===== config.mk =====
export PLATFORM = sky130hd
export DESIGN_NAME = pic_core_sync
export DESIGN_NICKNAME = d
export VERILOG_FILES = /design/src/rtl/pic_pkg.sv /design/src/rtl/pic_priority_resolver.sv /design/src/rtl/pic_core_sync.sv
export SDC_FILE = /design/constraint.sdc
export NUM_CORES = 1
export LEC_CHECK = 0
export CORE_ASPECT_RATIO = 1.1
export CORE_UTILIZATION = 35
export DETAILED_ROUTE_END_ITERATION = 7
export DONT_BUFFER_PORTS = 1
export GPL_TIMING_DRIVEN = 0
export PLACE_DENSITY_LB_ADDON = 0.15
export SLEW_MARGIN = 20
export SYNTH_ARGS = -nofsm -noshare
export SYNTH_HDL_FRONTEND = slang
export SYNTH_SLANG_ARGS = --single-unit

===== constraint.sdc =====
create_clock -name clock -period 7.9 [get_ports clock]
set_clock_uncertainty 0.15 [all_clocks]
set_input_delay 1.58 -clock clock [delete_from_list [all_inputs] [get_ports clock]]
set_output_delay 1.58 -clock clock [all_outputs]
set_load 0.05 [all_outputs]

===== src/rtl/pic_pkg.sv =====
// Shared constants and types for the synchronous 8259-style interrupt core.
// Register map, CTRL bit positions, ack FSM encoding.
package pic_pkg;

  localparam logic [1:0] ADDR_CTRL  = 2'd0;
  localparam logic [1:0] ADDR_IMR   = 2'd1;
  localparam logic [1:0] ADDR_VBASE = 2'd2;
  localparam logic [1:0] ADDR_EOI   = 2'd3;

  localparam logic [1:0] ADDR_RD_IRR    = 2'd0;
  localparam logic [1:0] ADDR_RD_IMR    = 2'd1;
  localparam logic [1:0] ADDR_RD_ISR    = 2'd2;
  localparam logic [1:0] ADDR_RD_STATUS = 2'd3;

  localparam int CTRL_LEVEL_BIT = 0;
  localparam int CTRL_AEOI_BIT  = 1;
  localparam int CTRL_ROT_BIT   = 2;
  localparam int CTRL_SMM_BIT   = 3;

  typedef enum logic [1:0] {
    ST_IDLE = 2'd0,
    ST_ACK1 = 2'd1,
    ST_ACK2 = 2'd2
  } ack_state_e;

  typedef struct packed {
    logic smm;
    logic rotate;
    logic auto_eoi;
    logic level_mode;
  } ctrl_t;

  // The specific-EOI flag lives in the top bit of the bus.
  function automatic int eoi_specific_bit(input int data_w);
    return data_w - 1;
  endfunction

endpackage


===== src/rtl/pic_priority_resolver.sv =====
// Rotating-priority resolver: finds the highest-priority set bit starting at ptr.
// rank is the distance from ptr (0 = highest priority).
module pic_priority_resolver #(
  parameter int N     = 8,
  parameter int IDX_W = $clog2(N)
) (
  input  logic [N-1:0]     req,
  input  logic [IDX_W-1:0] ptr,
  output logic             valid,
  output logic [IDX_W-1:0] index,
  output logic [IDX_W-1:0] rank
);

  int lvl;

  // Scan lowest priority first so the highest-priority hit is written last.
  always_comb begin
    valid = 1'b0;
    index = '0;
    rank  = '0;
    lvl   = 0;
    for (int k = N - 1; k >= 0; k--) begin
      lvl = int'(ptr) + k;
      if (lvl >= N) lvl = lvl - N;
      if (req[IDX_W'(lvl)]) begin
        valid = 1'b1;
        index = IDX_W'(lvl);
        rank  = IDX_W'(k);
      end
    end
  end

endmodule


===== src/rtl/pic_core_sync.sv =====
// Synchronous interrupt controller core: IRR/ISR/IMR, rotating priority, INTA FSM.
// Optional macro SPECIAL_MASK_EN adds CTRL bit3 special mask mode.
module pic_core_sync
  import pic_pkg::*;
#(
  parameter int NUM_IRQ = 8,
  parameter int DATA_W  = 8
) (
  input  logic               clock,
  input  logic               reset,
  input  logic               chip_select_n,
  input  logic               read_enable_n,
  input  logic               write_enable_n,
  input  logic [1:0]         address,
  input  logic [DATA_W-1:0]  data_in,
  output logic [DATA_W-1:0]  data_out,
  output logic               data_out_en,
  input  logic [NUM_IRQ-1:0] interrupt_request_pin,
  input  logic               interrupt_acknowledge_n,
  output logic               interrupt_to_cpu
);

  localparam int IDX_W    = $clog2(NUM_IRQ);
  localparam int EOI_SPEC = eoi_specific_bit(DATA_W);

  logic                    wr_s_q, wr_s_d, wr_prev_q, wr_prev_d;
  logic [1:0]              addr_s_q, addr_s_d;
  logic [DATA_W-1:0]       din_s_q, din_s_d;
  logic                    inta_s_q, inta_s_d, inta_prev_q, inta_prev_d;
  logic [NUM_IRQ-1:0]      pin_s_q, pin_s_d, pin_prev_q, pin_prev_d;

  logic [NUM_IRQ-1:0]      irr_q, irr_d, isr_q, isr_d, imr_q, imr_d;
  ctrl_t                   ctrl_q, ctrl_d;
  logic [DATA_W-IDX_W-1:0] vbase_q, vbase_d;
  logic [IDX_W-1:0]        ptr_q, ptr_d, winner_q, winner_d;
  logic                    spur_q, spur_d, int_q, int_d;
  ack_state_e              state_q, state_d;

  logic [NUM_IRQ-1:0]      irr_req, isr_nest;
  logic                    irr_vld, isr_vld, cand_vld;
  logic [IDX_W-1:0]        irr_idx, irr_rank, isr_idx, isr_rank;
  logic                    wr_commit, inta_fall, inta_rise;
  logic                    eoi_hit, irr_clr;
  logic [IDX_W-1:0]        eoi_lvl;
  logic [DATA_W-1:0]       rd_sel;

  function automatic logic [IDX_W-1:0] lvl_inc(input logic [IDX_W-1:0] l);
    return (int'(l) == NUM_IRQ - 1) ? '0 : l + 1'b1;
  endfunction

  // Special mask mode hides masked in-service levels from the nesting check.
  assign irr_req  = irr_q & ~imr_q;
  assign isr_nest = isr_q & ~(ctrl_q.smm ? imr_q : '0);

  pic_priority_resolver #(.N(NUM_IRQ), .IDX_W(IDX_W)) u_irr_res (
    .req   (irr_req),
    .ptr   (ptr_q),
    .valid (irr_vld),
    .index (irr_idx),
    .rank  (irr_rank)
  );

  pic_priority_resolver #(.N(NUM_IRQ), .IDX_W(IDX_W)) u_isr_res (
    .req   (isr_nest),
    .ptr   (ptr_q),
    .valid (isr_vld),
    .index (isr_idx),
    .rank  (isr_rank)
  );

  assign cand_vld  = irr_vld && (!isr_vld || (irr_rank < isr_rank));
  assign wr_commit = wr_s_q & ~wr_prev_q;
  assign inta_fall = inta_prev_q & ~inta_s_q;
  assign inta_rise = ~inta_prev_q & inta_s_q;

  always_comb begin
    wr_s_d      = ~chip_select_n & ~write_enable_n;
    wr_prev_d   = wr_s_q;
    addr_s_d    = address;
    din_s_d     = data_in;
    inta_s_d    = interrupt_acknowledge_n;
    inta_prev_d = inta_s_q;
    pin_s_d     = interrupt_request_pin;
    pin_prev_d  = pin_s_q;
  end

  always_ff @(posedge clock) begin
    if (reset) begin
      wr_s_q      <= 1'b0;
      wr_prev_q   <= 1'b0;
      addr_s_q    <= '0;
      din_s_q     <= '0;
      inta_s_q    <= 1'b1;
      inta_prev_q <= 1'b1;
      pin_s_q     <= '0;
      pin_prev_q  <= '0;
      irr_q       <= '0;
      isr_q       <= '0;
      imr_q       <= '1;
      ctrl_q      <= '0;
      vbase_q     <= '0;
      ptr_q       <= '0;
      winner_q    <= '0;
      spur_q      <= 1'b0;
      int_q       <= 1'b0;
      state_q     <= ST_IDLE;
    end else begin
      wr_s_q      <= wr_s_d;
      wr_prev_q   <= wr_prev_d;
      addr_s_q    <= addr_s_d;
      din_s_q     <= din_s_d;
      inta_s_q    <= inta_s_d;
      inta_prev_q <= inta_prev_d;
      pin_s_q     <= pin_s_d;
      pin_prev_q  <= pin_prev_d;
      irr_q       <= irr_d;
      isr_q       <= isr_d;
      imr_q       <= imr_d;
      ctrl_q      <= ctrl_d;
      vbase_q     <= vbase_d;
      ptr_q       <= ptr_d;
      winner_q    <= winner_d;
      spur_q      <= spur_d;
      int_q       <= int_d;
      state_q     <= state_d;
    end
  end

  always_comb begin
    state_d = state_q;
    case (state_q)
      ST_IDLE: if (inta_fall) state_d = ST_ACK1;
      ST_ACK1: if (inta_fall) state_d = ST_ACK2;
      ST_ACK2: if (inta_rise) state_d = ST_IDLE;
      default: state_d = ST_IDLE;
    endcase
  end

  always_comb begin
    irr_d    = irr_q;
    isr_d    = isr_q;
    imr_d    = imr_q;
    ctrl_d   = ctrl_q;
    vbase_d  = vbase_q;
    ptr_d    = ptr_q;
    winner_d = winner_q;
    spur_d   = spur_q;
    eoi_hit  = 1'b0;
    eoi_lvl  = '0;
    irr_clr  = 1'b0;

    if (ctrl_q.level_mode) irr_d = pin_s_q;
    else                   irr_d = irr_q | (pin_s_q & ~pin_prev_q);

    if (wr_commit) begin
      case (addr_s_q)
        ADDR_CTRL: begin
          ctrl_d            = '0;
          ctrl_d.level_mode = din_s_q[CTRL_LEVEL_BIT];
          ctrl_d.auto_eoi   = din_s_q[CTRL_AEOI_BIT];
          ctrl_d.rotate     = din_s_q[CTRL_ROT_BIT];
`ifdef SPECIAL_MASK_EN
          ctrl_d.smm        = din_s_q[CTRL_SMM_BIT];
`else
          ctrl_d.smm        = 1'b0;
`endif
          irr_clr           = 1'b1;
        end
        ADDR_IMR:   imr_d   = din_s_q[NUM_IRQ-1:0];
        ADDR_VBASE: vbase_d = din_s_q[DATA_W-1:IDX_W];
        ADDR_EOI: begin
          // Non-specific EOI targets the top level of the nesting view of ISR.
          if (din_s_q[EOI_SPEC]) begin
            eoi_lvl = din_s_q[IDX_W-1:0];
            eoi_hit = (isr_q != '0) && (int'(eoi_lvl) < NUM_IRQ);
          end else begin
            eoi_lvl = isr_idx;
            eoi_hit = isr_vld;
          end
        end
        default: ;
      endcase
    end

    // An in-flight ack keeps its own ISR bit; rotation still takes effect.
    if (eoi_hit) begin
      if (!((state_q != ST_IDLE) && !spur_q && (eoi_lvl == winner_q)))
        isr_d[eoi_lvl] = 1'b0;
      if (ctrl_q.rotate) ptr_d = lvl_inc(eoi_lvl);
    end

    if ((state_q == ST_IDLE) && inta_fall) begin
      spur_d   = !cand_vld;
      winner_d = cand_vld ? irr_idx : IDX_W'(NUM_IRQ - 1);
      if (cand_vld) begin
        isr_d[irr_idx] = 1'b1;
        irr_d[irr_idx] = 1'b0;
      end
    end

    if ((state_q == ST_ACK2) && inta_rise && ctrl_q.auto_eoi && !spur_q) begin
      isr_d[winner_q] = 1'b0;
      if (ctrl_q.rotate) ptr_d = lvl_inc(winner_q);
    end

    if (irr_clr) irr_d = '0;

    int_d = cand_vld && (state_d == ST_IDLE);
  end

  always_comb begin
    rd_sel = '0;
    case (address)
      ADDR_RD_IRR: rd_sel[NUM_IRQ-1:0] = irr_q;
      ADDR_RD_IMR: rd_sel[NUM_IRQ-1:0] = imr_q;
      ADDR_RD_ISR: rd_sel[NUM_IRQ-1:0] = isr_q;
      default: begin
        rd_sel[0]   = int_q;
        rd_sel[2:1] = state_q;
      end
    endcase

    data_out    = '0;
    data_out_en = 1'b0;
    if (!reset) begin
      if ((state_q == ST_ACK2) && !interrupt_acknowledge_n) begin
        data_out_en = 1'b1;
        data_out    = {vbase_q, winner_q};
      end else if ((state_q == ST_IDLE) && !chip_select_n && !read_enable_n) begin
        data_out_en = 1'b1;
        data_out    = rd_sel;
      end
    end
  end

  assign interrupt_to_cpu = int_q;

endmodule


======== After elaboration in Yosys (flattened, before gate mapping) ========
Index checks and enable logic that the tools add are counted.
storage, ports and cells
  bits in registers ....................... 72
cells by class
  $lt $le $gt $ge ......................... 23
  bitwise operators ....................... 21
  $add $sub $neg .......................... 17
  mux-type cells .......................... 145
  equal/unequal tests ..................... 10
  reduce and logical (&&, ||, !) cells .... 31
operators with widths
  operator                                                               number
  3-bit two-way mux                                                      50
  8-bit two-way mux                                                      11
  1-bit two-way mux                                                      59
  1-bit binary-select mux with 3-bit select                              16
  8-bit AND                                                              5
  3-bit by 5-bit < comparator with 1-bit output, second input constant   8
  8-bit inverter                                                         5
  4-bit >= comparator, second input constant                             7
  3-bit by 1-bit subtractor with 3-bit output, second input constant     8
  3-bit by 3-bit adder with 4-bit output, second input constant          4
  8-bit OR                                                               2
  5-bit case mux with 3 select lines                                     1
  1-bit logical AND                                                      14
  3-bit by 4-bit < comparator with 1-bit output, second input constant   3
  1-bit demux with 3-bit select                                          3
  3-bit by 1-bit >= comparator with 1-bit output, second input constant  3
  3-bit case mux with 3 select lines                                     1
  3-bit by 2-bit adder with 4-bit output, second input constant          2
  2-bit equality test, second input constant                             4
  2-bit zero test                                                        4
  8-bit nonzero test                                                     1
  3-bit by 1-bit adder with 3-bit output, second input constant          2
  2-bit by 1-bit equality test with 1-bit output, second input constant  3
  3-bit by 1-bit equality test with 1-bit output, second input constant  2
  other kinds (13)                                                       29

======== Logic depth before layout (Yosys ltp) ========
Gate-level depths: netlist (run 1).
  word-level depth ........................ 30
  depth in mapped cells ................... 18
  mapped depth without buffers ............ 16

======== Modules after synthesis ========
From an unflattened synthesis (run 1), not the netlist that was laid out.
second synthesis, totals
  cell total of the unflattened synthesis .. 571
  area, all modules ....................... 5107.4 um^2
modules (own cells, without submodules)
  module                 cells each  area an instance (um^2)  seq. area each (um^2)  times used
  pic_core_sync          365         3265.6                   1441.4                 1
  pic_priority_resolver  103         920.9                    0.0                    2

======== Least setup slack after synthesis (run 1) ========
Ideal clock, no wire load.
  path kind ............................... input port to output port
  start ................................... in reset
  end ..................................... out data_out_en
  stages .................................. 3
  data required time ...................... 6.170 ns
  path buffers ............................ 2
  arrival ................................. 3.064 ns
  path slack .............................. 3.106 ns
  cells stage by stage .................... clkbuf_1 clkbuf_1 nor3_1
on the way
  word-level cells in the longest chain between the ends .. 1
RTL lines
  item                line                  text
  start: declaration  pic_core_sync.sv:10   input logic reset,
  1-bit two-way mux   pic_core_sync.sv:225  if (!reset) begin
  end: declaration    pic_core_sync.sv:17   output logic data_out_en,
Every way passes these cells.

======== Worst setup path after layout (run 1) ========
  start ................................... reg ptr_q[1]
  end ..................................... reg isr_q[0]
on the way
  word-level cells in the longest chain between the ends .. 30
  elaborated cells on any way between the ends .. 158
  classes of those cells .................. add/sub (15); order compare (13); eq/ne (1); mux (119); bitwise (4); reduce/logical (6)
RTL lines
  item                                                                                       line                         text
  start: declaration                                                                         pic_core_sync.sv:35          logic [IDX_W-1:0] ptr_q, ptr_d, winner_q, winner_d;
  start signal: assignment                                                                   pic_core_sync.sv:121         ptr_q <= ptr_d;
  3-bit by 3-bit adder with 4-bit output                                                     pic_priority_resolver.sv:23  lvl = int'(ptr) + k;
  4-bit >= comparator / 3-bit by 1-bit subtractor with 3-bit output (equally long branches)  pic_priority_resolver.sv:24  if (lvl >= N) lvl = lvl - N;
  3-bit two-way mux                                                                          pic_priority_resolver.sv:24
  1-bit binary-select mux with 3-bit select                                                  pic_priority_resolver.sv:25  if (req[IDX_W'(lvl)]) begin
  1-bit two-way mux (implied by the code) (2 in series)                                      pic_priority_resolver.sv:25
  3-bit two-way mux (8 in series)                                                            pic_priority_resolver.sv:25
  3-bit two-way mux                                                                          pic_core_sync.sv:173         if (din_s_q[EOI_SPEC]) begin
  3-bit two-way mux                                                                          pic_core_sync.sv:156         case (addr_s_q)
  (+6 left out)                                                                              --
  8-bit AND (no source line)                                                                 --
  8-bit two-way mux                                                                          pic_core_sync.sv:187         if (!((state_q != ST_IDLE) && !spur_q && (eoi_lvl == winner_q)))
  8-bit two-way mux                                                                          pic_core_sync.sv:186         if (eoi_hit) begin
  8-bit OR (no source line)                                                                  --
  8-bit two-way mux                                                                          pic_core_sync.sv:195         if (cand_vld) begin
  8-bit two-way mux (*)                                                                      pic_core_sync.sv:192         if ((state_q == ST_IDLE) && inta_fall) begin
  8-bit AND (no source line)                                                                 --
  8-bit two-way mux (*)                                                                      pic_core_sync.sv:201         if ((state_q == ST_ACK2) && inta_rise && ctrl_q.auto_eoi && !spur_q) begin
  end signal: assignment                                                                     pic_core_sync.sv:117         isr_q <= isr_d;
  end: declaration                                                                           pic_core_sync.sv:32          logic [NUM_IRQ-1:0] irr_q, irr_d, isr_q, isr_d, imr_q, imr_d;
Every way passes the cells marked *; elsewhere a longest branch is shown, timed or not. The select of a mux whose other input is x is not followed.
A chain may end at the register's enable or synchronous reset.

==> metrics, run 1 <==
RSZ-0062 raised after global routing=no; register area share after synthesis=0.284; Via density=just under 6; root buf cell=clkbuf_16; Sw Share=0.255; final setup vio count=0; worst reg2reg startpoint=ptr_q[1]; Tmin final=slightly below 6 ns; DR WL/cell=just over 20 um; Final period util=0.731; capturing point of the worst reg2reg path=isr_q[0]; CP startpoint kind=flip-flop; synthesized area=slightly above 5000 um2; mean cell area of the mapped netlist=8.98 um2; Rows=45; Hold Crit Class=reg -> reg; Total GRT Usage=0.217; Psw=223 uW; worst reg2reg path depth=16; CP max FO=10; initial cell density of the core=0.364; quantity of I/O buffers inserted on ports=0; Core Util, Final=0.404; 1st-iter DRT viols=265; clk buf depth=2; met1 Track Usage GR=0.272; total power=around 870 uW; r2r setup slk=2.13 ns; Arr. time, crit path=slightly below 6 ns; placer congestion estimate=between 0.9 and 1; via count=4530; first-pass GRT wire length=~25 mm; total wire length=15.5 mm; hold_sp=pin_prev_d[2]; DRC viols=0; largest net degree at the start of global routing=15; Max-slew headroom=0.237; Comb power frac=0.078; clock sink count=72; Slew Limit Fails=0; post-cts hold buffer count=0; Post-synth EDFFs=0; Worst Hold End=pin_prev_q[2]; Worst-path clk slew=around 0.06 ns; synth unique cells=between 70 and 80; antenna cells=0; LEAKAGE=approximately 2.0 nW; Seq pwr share=0.447; Synthesis Warnings=0; post-route ant nets=0; Core ar.=between 10000 and 15000 um2; met3 usage=0.0334; Die Width=117 um; CTS tree=done; Clock power frac=0.475; endpoint class of the critical path=flip-flop; worst slew pin tran=between 1 and 1.5 ns; nets=approximately 610; critical path type=reg -> reg; setup TNS=0 ns; max-cap violations=0; Gates resized, CTS repair=0; die area=15000 um2; pre-CTS setup slack=approximately 2.2 ns; Post-Syn Instances=566; IO Count=34; PwrDens=approximately 150 nW/um2; share of layout cells above drive strength 1=0.139; vias in the first global route=around 4500; Top Usage Layer GRT=met2; number of CTS-inserted buffers=9; postcts setup bufs=0; status=completed; clock latency on the worst-skew pair=between 0.3 and 0.4 ns; ys flop type=dfxtp_1; Critical Path Source=ptr_q[1]; peak supply drop=around 0.22 mV; Peak Freq=between 150 and 200 MHz; Hold Path Stages=1; Layout Area Growth over Synthesis=10.9%; Req. time, crit path=roughly 8 ns; final worst setup slack=about 2.1 ns; Int Power=between 600 and 700 uW; Synth async-reset ratio=0; HPWL Detailed=approximately 12 mm; syn_nets=approximately 600; GR met2 Demand/Resource=0.372; drt pass-1 iters=7; flops & latches, synth=a little over 70; initial antenna violation count=0; Final Hold Viols=0; GRT overflow=0; die height=128 um; H-tree depth=3
## placed cells by master (no fill, tap or decap), types with 3 or more instances in the layout
cell / synthesis / routed
a211o_1: 9 / 9
a211oi_1: 7 / 7
a21boi_0: 8 / 8
a21boi_1: 3 / 3
a21o_1: 4 / 4
a21oi_1: 29 / 29
a22o_1: 3 / 3
a22oi_1: 10 / 10
a31oi_1: 9 / 9
and3_1: 5 / 5
buf_1: 3 / 3
buf_2: 4 / 5
clkbuf_1: 19 / 19
clkbuf_16: 0 / 9
clkinv_4: 0 / 3
dfxtp_1: 72 / 72
ha_1: 7 / 7
inv_1: 9 / 9
mux2_2: 7 / 7
mux2i_1: 36 / 36
mux4_2: 25 / 25
nand2_1: 38 / 38
nand2b_1: 12 / 12
nand3_1: 12 / 12
nand3b_1: 4 / 4
nor2_1: 55 / 55
nor2b_1: 51 / 51
nor3_1: 15 / 14
nor4_1: 3 / 3
o211a_1: 3 / 3
o211ai_1: 7 / 7
o21a_1: 3 / 3
o21ai_0: 17 / 17
o21ai_1: 3 / 3
or2_1: 5 / 5
or2_2: 4 / 4
or3_1: 3 / 3
xnor2_1: 4 / 4
xor2_1: 3 / 3
## Yosys cell counts, drive strengths merged, types with 3 or more instances
cell	count	area share
nand3	12	0.012
o21ai	20	0.020
a211oi	8	0.013
or3	3	0.0037
nor2	55	0.041
o2111ai	3	0.0086
dfxtp	72	0.28
nand3b	4	0.0059
a211o	9	0.016
a22oi	10	0.015
a41oi	3	0.0081
mux2i	37	0.074
o21a	3	0.0044
mux4	26	0.12
and3	6	0.0084
nor3	15	0.015
mux2	8	0.018
a21boi	11	0.016
a22o	3	0.0052
nand2	38	0.028
a31oi	9	0.011
clkbuf	19	0.014
o211ai	7	0.010
a21o	4	0.0059
nor4	4	0.0062
nand2b	12	0.015
buf	11	0.014
o211a	3	0.0059
ha	7	0.017
nor2b	51	0.063
xor2	5	0.012
a21oi	29	0.029
inv	11	0.0081
xnor2	4	0.0069
or2	10	0.012
## through the flow
step	hold slack, ns	instances	instance area (um2)
floorplan	0.281	566	5080
global placement	0.292	754	5320
detailed placement	0.298	755	5330
CTS	0.315	771	5640
global route	0.326	771	5640
finish	0.312	771	5640
## logic make-up after synthesis
family / share of synthesized area
AOI/OAI and AO/OA: 0.205
xor gates and xnor gates: 0.0185
adders and majority gates: 0.0172
buffers and inverters: 0.0372
DFF: 0.284
muxes: 0.208
and+or+nand+nor: 0.230
## power by group through the flow
stage	clock network, mW	registers (mW)	logic [mW]
after global routing	0.437	0.392	0.0751
after CTS	0.420	0.390	0.0686
final	0.414	0.390	0.0684
after floorplan	0	0.393	0.0520
after global placement	0	0.397	0.0671
after detailed placement	0	0.398	0.0682
## routing by layer
layer / vias up / part of all wire / routed length, um
li1: 2142 / - / -
met1: 2217 / 0.43 / 6720
met2: 146 / 0.50 / 7730
met3: 25 / 0.044 / 684
met4: 0 / 0.024 / 374
met5: - / 0 / 0
## sequential cells by signal (all words and copies together) (netlist names), 2 cells and up
name and cells:
state_q 2, imr_q 8, vbase_q 5, ctrl_q 3, winner_q 3, irr_q 8
ptr_q 3, addr_s_q 2, pin_prev_q 8, isr_q 8, pin_prev_d 8, din_s_q 8
## area by class of cell
| type | instances | area, um2 |
|---|---|---|
| inverter | 13 | 48.8 |
| clock inverter | 7 | 78.8 |
| fill | 1510 | 8330 |
| multi-input combinational | 451 | 3460 |
| tap | 188 | 235 |
| timing repair buffer | 1 | 5.00 |
| sequential | 72 | 1440 |
| clock buffer | 9 | 225 |
| buffer | 30 | 140 |
## critical path, cell delays in order, from the launching register on
cell	delay [ns]
dfxtp_1	0.33
buf_2	0.28
clkinv_1	0.41
ha_1	0.48
buf_1	0.51
clkinv_1	0.46
mux2i_1	0.50
nand2_1	0.19
a311oi_1	0.33
ha_1	0.29
a21o_1	0.17
nand2_1	0.07
o41ai_1	0.16
or2_1	0.28
nor3b_1	0.58
nand2_1	0.22
a221oi_2	0.27
## worst max path at each step
stage                  end  slack (ns)  depth (start not counted)
2_1_floorplan  data_out_en        3.11                          3
3_3_place_gp      isr_q[0]        2.29                         16
3_5_place_dp      isr_q[0]        2.21                         16
4_1_cts           isr_q[0]        2.16                         16
5_1_grt           isr_q[0]        1.72                         16
6_report          isr_q[0]        2.13                         16
(Power assumes the default switching activity.)
==> inputs of run 2 (changes only) <==
==> constraint.sdc (replaced) <==
create_clock -name clock -period 5.2 [get_ports clock]
set_clock_uncertainty 0.15 [all_clocks]
set_input_delay 1.04 -clock clock [delete_from_list [all_inputs] [get_ports clock]]
set_output_delay 1.04 -clock clock [all_outputs]
set_load 0.05 [all_outputs]
==> run 2 against run 1 <==
Net effect: wire length about the same; worst hold slack about the same; first-iteration DRC count decreased by 2.3%; global-route usage hardly changed; critical endpoint is now isr_q[1].
==> metrics, run 2 (same netlist as run 1, synthesis figures left out) <==
LEAKAGE=roughly 2 nW; Core ar.=14000 um2; Total GRT Usage=0.217; Final period util=0.939; Tmin final=between 4 and 5 ns; post-route ant nets=0; placer congestion estimate=around 0.90; number of CTS-inserted buffers=9; Die Width=around 120 um; Max-slew headroom=0.241; final setup vio count=0; GRT overflow=0; IO Count=34; DR WL/cell=between 20 and 25 um; final worst setup slack=0.316 ns; critical path type=reg -> reg; drt pass-1 iters=5; H-tree depth=3; Layout Area Growth over Synthesis=11.3%; clock latency on the worst-skew pair=0.34 ns; die height=about 130 um; total of fill cells in the finished design=about 1500; Core Util, Final=0.405; total wire length=roughly 16 mm; Rows=between 40 and 50; peak supply drop=0.339 mV; status=completed; worst hold slack=0.312 ns; Area after DPL=~5300 um2; Worst-path clk slew=~0.06 ns; share of layout cells above drive strength 1=0.146; PwrDens=about 230 nW/um2; vias in the first global route=roughly 4400; pre-CTS setup slack=-0.492 ns; Hold Crit Class=reg -> reg; Int Power=about 990 uW; 1st-iter DRT viols=between 200 and 300; initial antenna violation count=0; CP max FO=12; CTS tree=done; slowest cell delay on critical path=0.59 ns; leading cell type in the layout, fill and taps excluded=dfxtp_1; CP startpoint kind=flip-flop; antenna cells=0; quantity of I/O buffers inserted on ports=0; initial cell density of the core=0.364; crit path cell chain=buf_2 > clkinv_2 > ha_2 > clkinv_1 > mux2i_2 > nand2_1 > a311oi_1 > ha_1 > a21o_1 > nand2_1 > o41ai_1 > or2_1 > or2_1 > buf_2 > nor4_2 > o21a_1; nets=608; largest net degree at the start of global routing=15; clk buf depth=2; Psw=about 340 uW; sequential cell area=1440 um2; Via density=5.88; via count=around 4500; worst slew pin tran=1.12 ns; postcts setup bufs=0; Arr. time, crit path=between 5 and 6 ns; clock sink count=72; DRC viols=0; Seq pwr share=0.447; Gates resized, CTS repair=3; HPWL Detailed=approximately 12 mm; cell area after layout=about 5700 um2; setup TNS=0 ns; Clock power frac=0.475; Req. time, crit path=roughly 5.3 ns; die area=15000 um2; Comb power frac=0.078; endpoint class of the critical path=flip-flop; Peak Freq=205 MHz; post-cts hold buffer count=0; first-pass GRT wire length=roughly 25 mm; Slew Limit Fails=0; Sw Share=0.255; RSZ-0062 raised after global routing=no; area of the multi-input gates=approximately 3500 um2; Final Hold Viols=0; root buf cell=clkbuf_16; max-cap violations=0; Crit-path slowest cell=ha_2; most frequent cells in the layout=72 x dfxtp_1, 55 x nor2_1, 51 x nor2b_1
-- run 2: metrics by stage --
step	instances	power, mW
6_report	770	1.33
2_1_floorplan	566	0.675
3_3_place_gp	754	0.705
3_5_place_dp	755	0.708
4_1_cts	770	1.33
5_1_grt	770	1.37
-- run 2: layout make-up --
type                       count  share of cell area
tap                          188              0.0416
inverter                      13             0.00885
sequential                    72               0.255
timing repair buffer           1            0.000885
clock inverter                 7              0.0139
multi-input combinational    451               0.616
clock buffer                   9              0.0398
buffer                        29              0.0241
-- run 2: worst paths after layout --
kind | end | slack (ns) | cells after the start | from
max | isr_q[1] | 0.32 | 16 | ptr_q[1]
min reg2reg | pin_prev_q[2] | 0.31 | 1 | pin_prev_d[2]
min | pin_prev_q[2] | 0.31 | 1 | pin_prev_d[2]
max reg2reg | isr_q[1] | 0.32 | 16 | ptr_q[1]
-- run 2: critical path, delay by kind of cell, from the launching register on --
kind                       cells  cell delay, ns
muxes                          1            0.41
AOI/OAI and AO/OA              4            0.84
and+or+nand+nor                5            1.13
adders and majority gates      2            0.88
buffers and inverters          4            1.09
DFF                            1            0.33
-- run 2: metal layers --
metal	wire [um]	GRT usage	vias up
met1	6630	0.272	2216
met2	7780	0.373	141
li1	-	-	2145
met5	0	0	-
met3	736	0.0339	24
met4	370	0.0819	0
-- run 2: power groups by stage --
stage               sequential [mW]  clock, mW  combinational [mW]
finish                        0.593      0.630               0.104
floorplan                     0.596          0              0.0789
global placement              0.604          0               0.102
global route                  0.596      0.664               0.114
detailed placement            0.605          0               0.104
CTS                           0.593      0.637               0.104
==> inputs of run 3 (changes only) <==
--- a/config.mk
+++ b/config.mk
@@ -10,8 +10,9 @@
 export DETAILED_ROUTE_END_ITERATION = 7
 export DONT_BUFFER_PORTS = 1
 export GPL_TIMING_DRIVEN = 0
-export PLACE_DENSITY_LB_ADDON = 0.15
+export PLACE_DENSITY_LB_ADDON = 0.1
 export SLEW_MARGIN = 20
 export SYNTH_ARGS = -nofsm -noshare
 export SYNTH_HDL_FRONTEND = slang
+export SYNTH_HIERARCHICAL = 1
 export SYNTH_SLANG_ARGS = --single-unit
==> run 3 against run 2 <==
Net effect: flip-flop and latch count is the same; synthesized cell count grew 0.88%; register-to-register slack is essentially flat; global-route usage shrank 0.94 points; critical path depth grew 1; non-clock buffer count is the same; count of clock-buffer cells in the layout grew 1; power shrank 3.9%; worst setup slack gained 0.013 ns; first-iteration DRC count grew 28%; design area shrank 0.11%.
==> metrics, run 3 <==
clock sink count=72; Post-synth EDFFs=0; Synthesis Warnings=6; syn_nets=about 600; share of layout cells above drive strength 1=0.134; initial cell density of the core=0.364; drt pass-1 iters=4; synth unique cells=60; Rows=between 40 and 50; pre-CTS setup slack=roughly 0.19 ns; Peak Freq=between 200 and 250 MHz; status=completed; critical path type=reg -> reg; count leader, synth=dfxtp_1; most frequent cells in the layout=72 x dfxtp_1, 57 x nor2_1, 53 x a21oi_1; worst reg2reg path depth=17; Placed Instances=between 700 and 800; quantity of I/O buffers inserted on ports=0; via count=~4400; die area=15100 um2; synthesized area=approximately 5000 um2; Layout Area Growth over Synthesis=10.6%; final worst setup slack=roughly 0.33 ns; Total GRT Usage=0.208; HPWL Detailed=approximately 11 mm; die height=129 um; peak supply drop=roughly 0.19 mV; worst hold slack=between 0.3 and 0.4 ns; DR WL/cell=19.1 um; LEAKAGE=between 2 and 2.5 nW; Yosys top cell area share=0.282; first-pass GRT wire length=roughly 24 mm; antenna cells=0; hold_sp=pin_prev_d[1]; mean cell area of the mapped netlist=just under 9 um2; nets=616; largest area contributor in the netlist=dfxtp_1; Via density=approximately 5.7; worst slew pin tran=1.09 ns; post-route ant nets=0; flops & latches, synth=72; fin cells=between 700 and 800; worst reg2reg startpoint=ptr_q[1]; PwrDens=around 230 nW/um2; vias in the first global route=between 4000 and 5000; post-cts hold buffer count=0; r2r setup slk=between 0.3 and 0.4 ns; total wire length=14.8 mm; main area contributors after synthesis=dfxtp_1 28%, mux4_2 7.5%, nor2b_1 6.4%; setup TNS=0 ns; CP max FO=10; number of CTS-inserted buffers=9; clock latency on the worst-skew pair=around 0.33 ns; Post-synth top cells=72 x dfxtp_1, 57 x nor2_1, 53 x a21oi_1; worst setup path end=isr_q[4]; Req. time, crit path=~5.3 ns; Critical Path Source=ptr_q[1]; Synth async-reset ratio=0; CTS tree=done; Tmin final=just under 5 ns; register area share after synthesis=0.282; Hold Crit Class=reg -> reg; Die Width=about 120 um; GRT overflow=0; final setup vio count=0; clk buf depth=2; Slew Limit Fails=0; ys flop type=dfxtp_1; IO Count=34; Final period util=0.937; 1st-iter DRT viols=about 330; root buf cell=clkbuf_16; largest net degree at the start of global routing=14; CP startpoint kind=flip-flop; Worst-path clk slew=approximately 0.06 ns; endpoint class of the critical path=flip-flop; placer congestion estimate=between 0.8 and 0.9; RSZ-0062 raised after global routing=no; Final Hold Viols=0; DRC viols=0; postcts setup bufs=0; Arr. time, crit path=4.96 ns; initial antenna violation count=0; Core ar.=~14000 um2; capturing point of the worst reg2reg path=isr_q[4]; total of fill cells in the finished design=roughly 1400; H-tree depth=3; Max-slew headroom=0.274; leading cell type in the layout, fill and taps excluded=dfxtp_1; Gates resized, CTS repair=0; max-cap violations=0; Post-Syn Instances=about 570
[run 3: cell types whose count changed in the layout (fill, tap and decap cells not counted), moves of 8 or more]
cell / before / now
o21ai_0: 17 / 29
mux4_2: 25 / 17
a21oi_1: 29 / 53
inv_1: 9 / 28
[run 3: worst max-delay path: stages, from the launching register on]
cell and delay (ns):
dfxtp_1 0.48, clkbuf_8 0.23, buf_2 0.25, inv_1 0.17, ha_1 0.35, clkbuf_8 0.18, mux4_1 0.41, mux2i_1 0.32
nand2_1 0.09, o221ai_1 0.16, o21ai_1 0.14, a2bb2oi_2 0.18, mux2i_1 0.30, a21oi_1 0.12, or3_4 0.35, a2111oi_4 0.49
o31ai_1 0.16, a221oi_1 0.26
[run 3: cell families (layout without fill, tap and decap cells)]
group	after synthesis	after routing	synth area share
AND/OR/NAND/NOR	200	200	0.203
multiplexers	65	65	0.202
XOR/XNOR	10	10	0.0171
AO/OA/AOI/OAI	158	158	0.215
buffers and inverters	57	74	0.0590
adder cells (fa/ha/maj)	9	9	0.0220
flip-flops	72	72	0.282
[run 3: how the worst min path moves through the flow]
stage	end	slack (ns)	cells after the start
floorplan	pin_prev_q[1]	0.28	1
global placement	pin_prev_q[2]	0.29	1
detailed placement	pin_prev_q[1]	0.29	1
CTS	pin_prev_q[1]	0.31	1
global route	pin_prev_q[1]	0.32	1
finish	pin_prev_q[1]	0.31	1
[run 3: final cells by class]
cell class                      instances  area (um2)  share of cell area
Buffer                                 29         196              0.0348
Clock buffer                           10         239              0.0423
Clock inverter                          6        42.5             0.00753
Inverter                               28         105              0.0186
Multi-Input combinational cell        442        3390               0.599
Sequential cell                        72        1440               0.255
Tap cell                              188         235              0.0416
Timing Repair Buffer                    1        5.00            0.000886
[run 3: power breakdown]
| group | switching (mW) | internal, mW |
|---|---|---|
| Combinational | 0.0631 | 0.0403 |
| Clock | 0.243 | 0.337 |
| Sequential | 0.0189 | 0.573 |
[run 3: stage by stage]
step,instance area [um2],power (mW),utilization
after global routing,5650,1.32,0.403
after detailed placement,5360,0.707,0.382
final,5650,1.28,0.403
after floorplan,5110,0.676,-
after CTS,5640,1.29,0.402
after global placement,5340,0.705,0.381
[run 3: metal layers]
metal	vias up	track usage	wire length, um
met5	-	0	0
met4	0	0.0752	340
met3	23	0.0273	591
met2	112	0.360	7250
met1	2138	0.261	6610
li1	2133	-	-
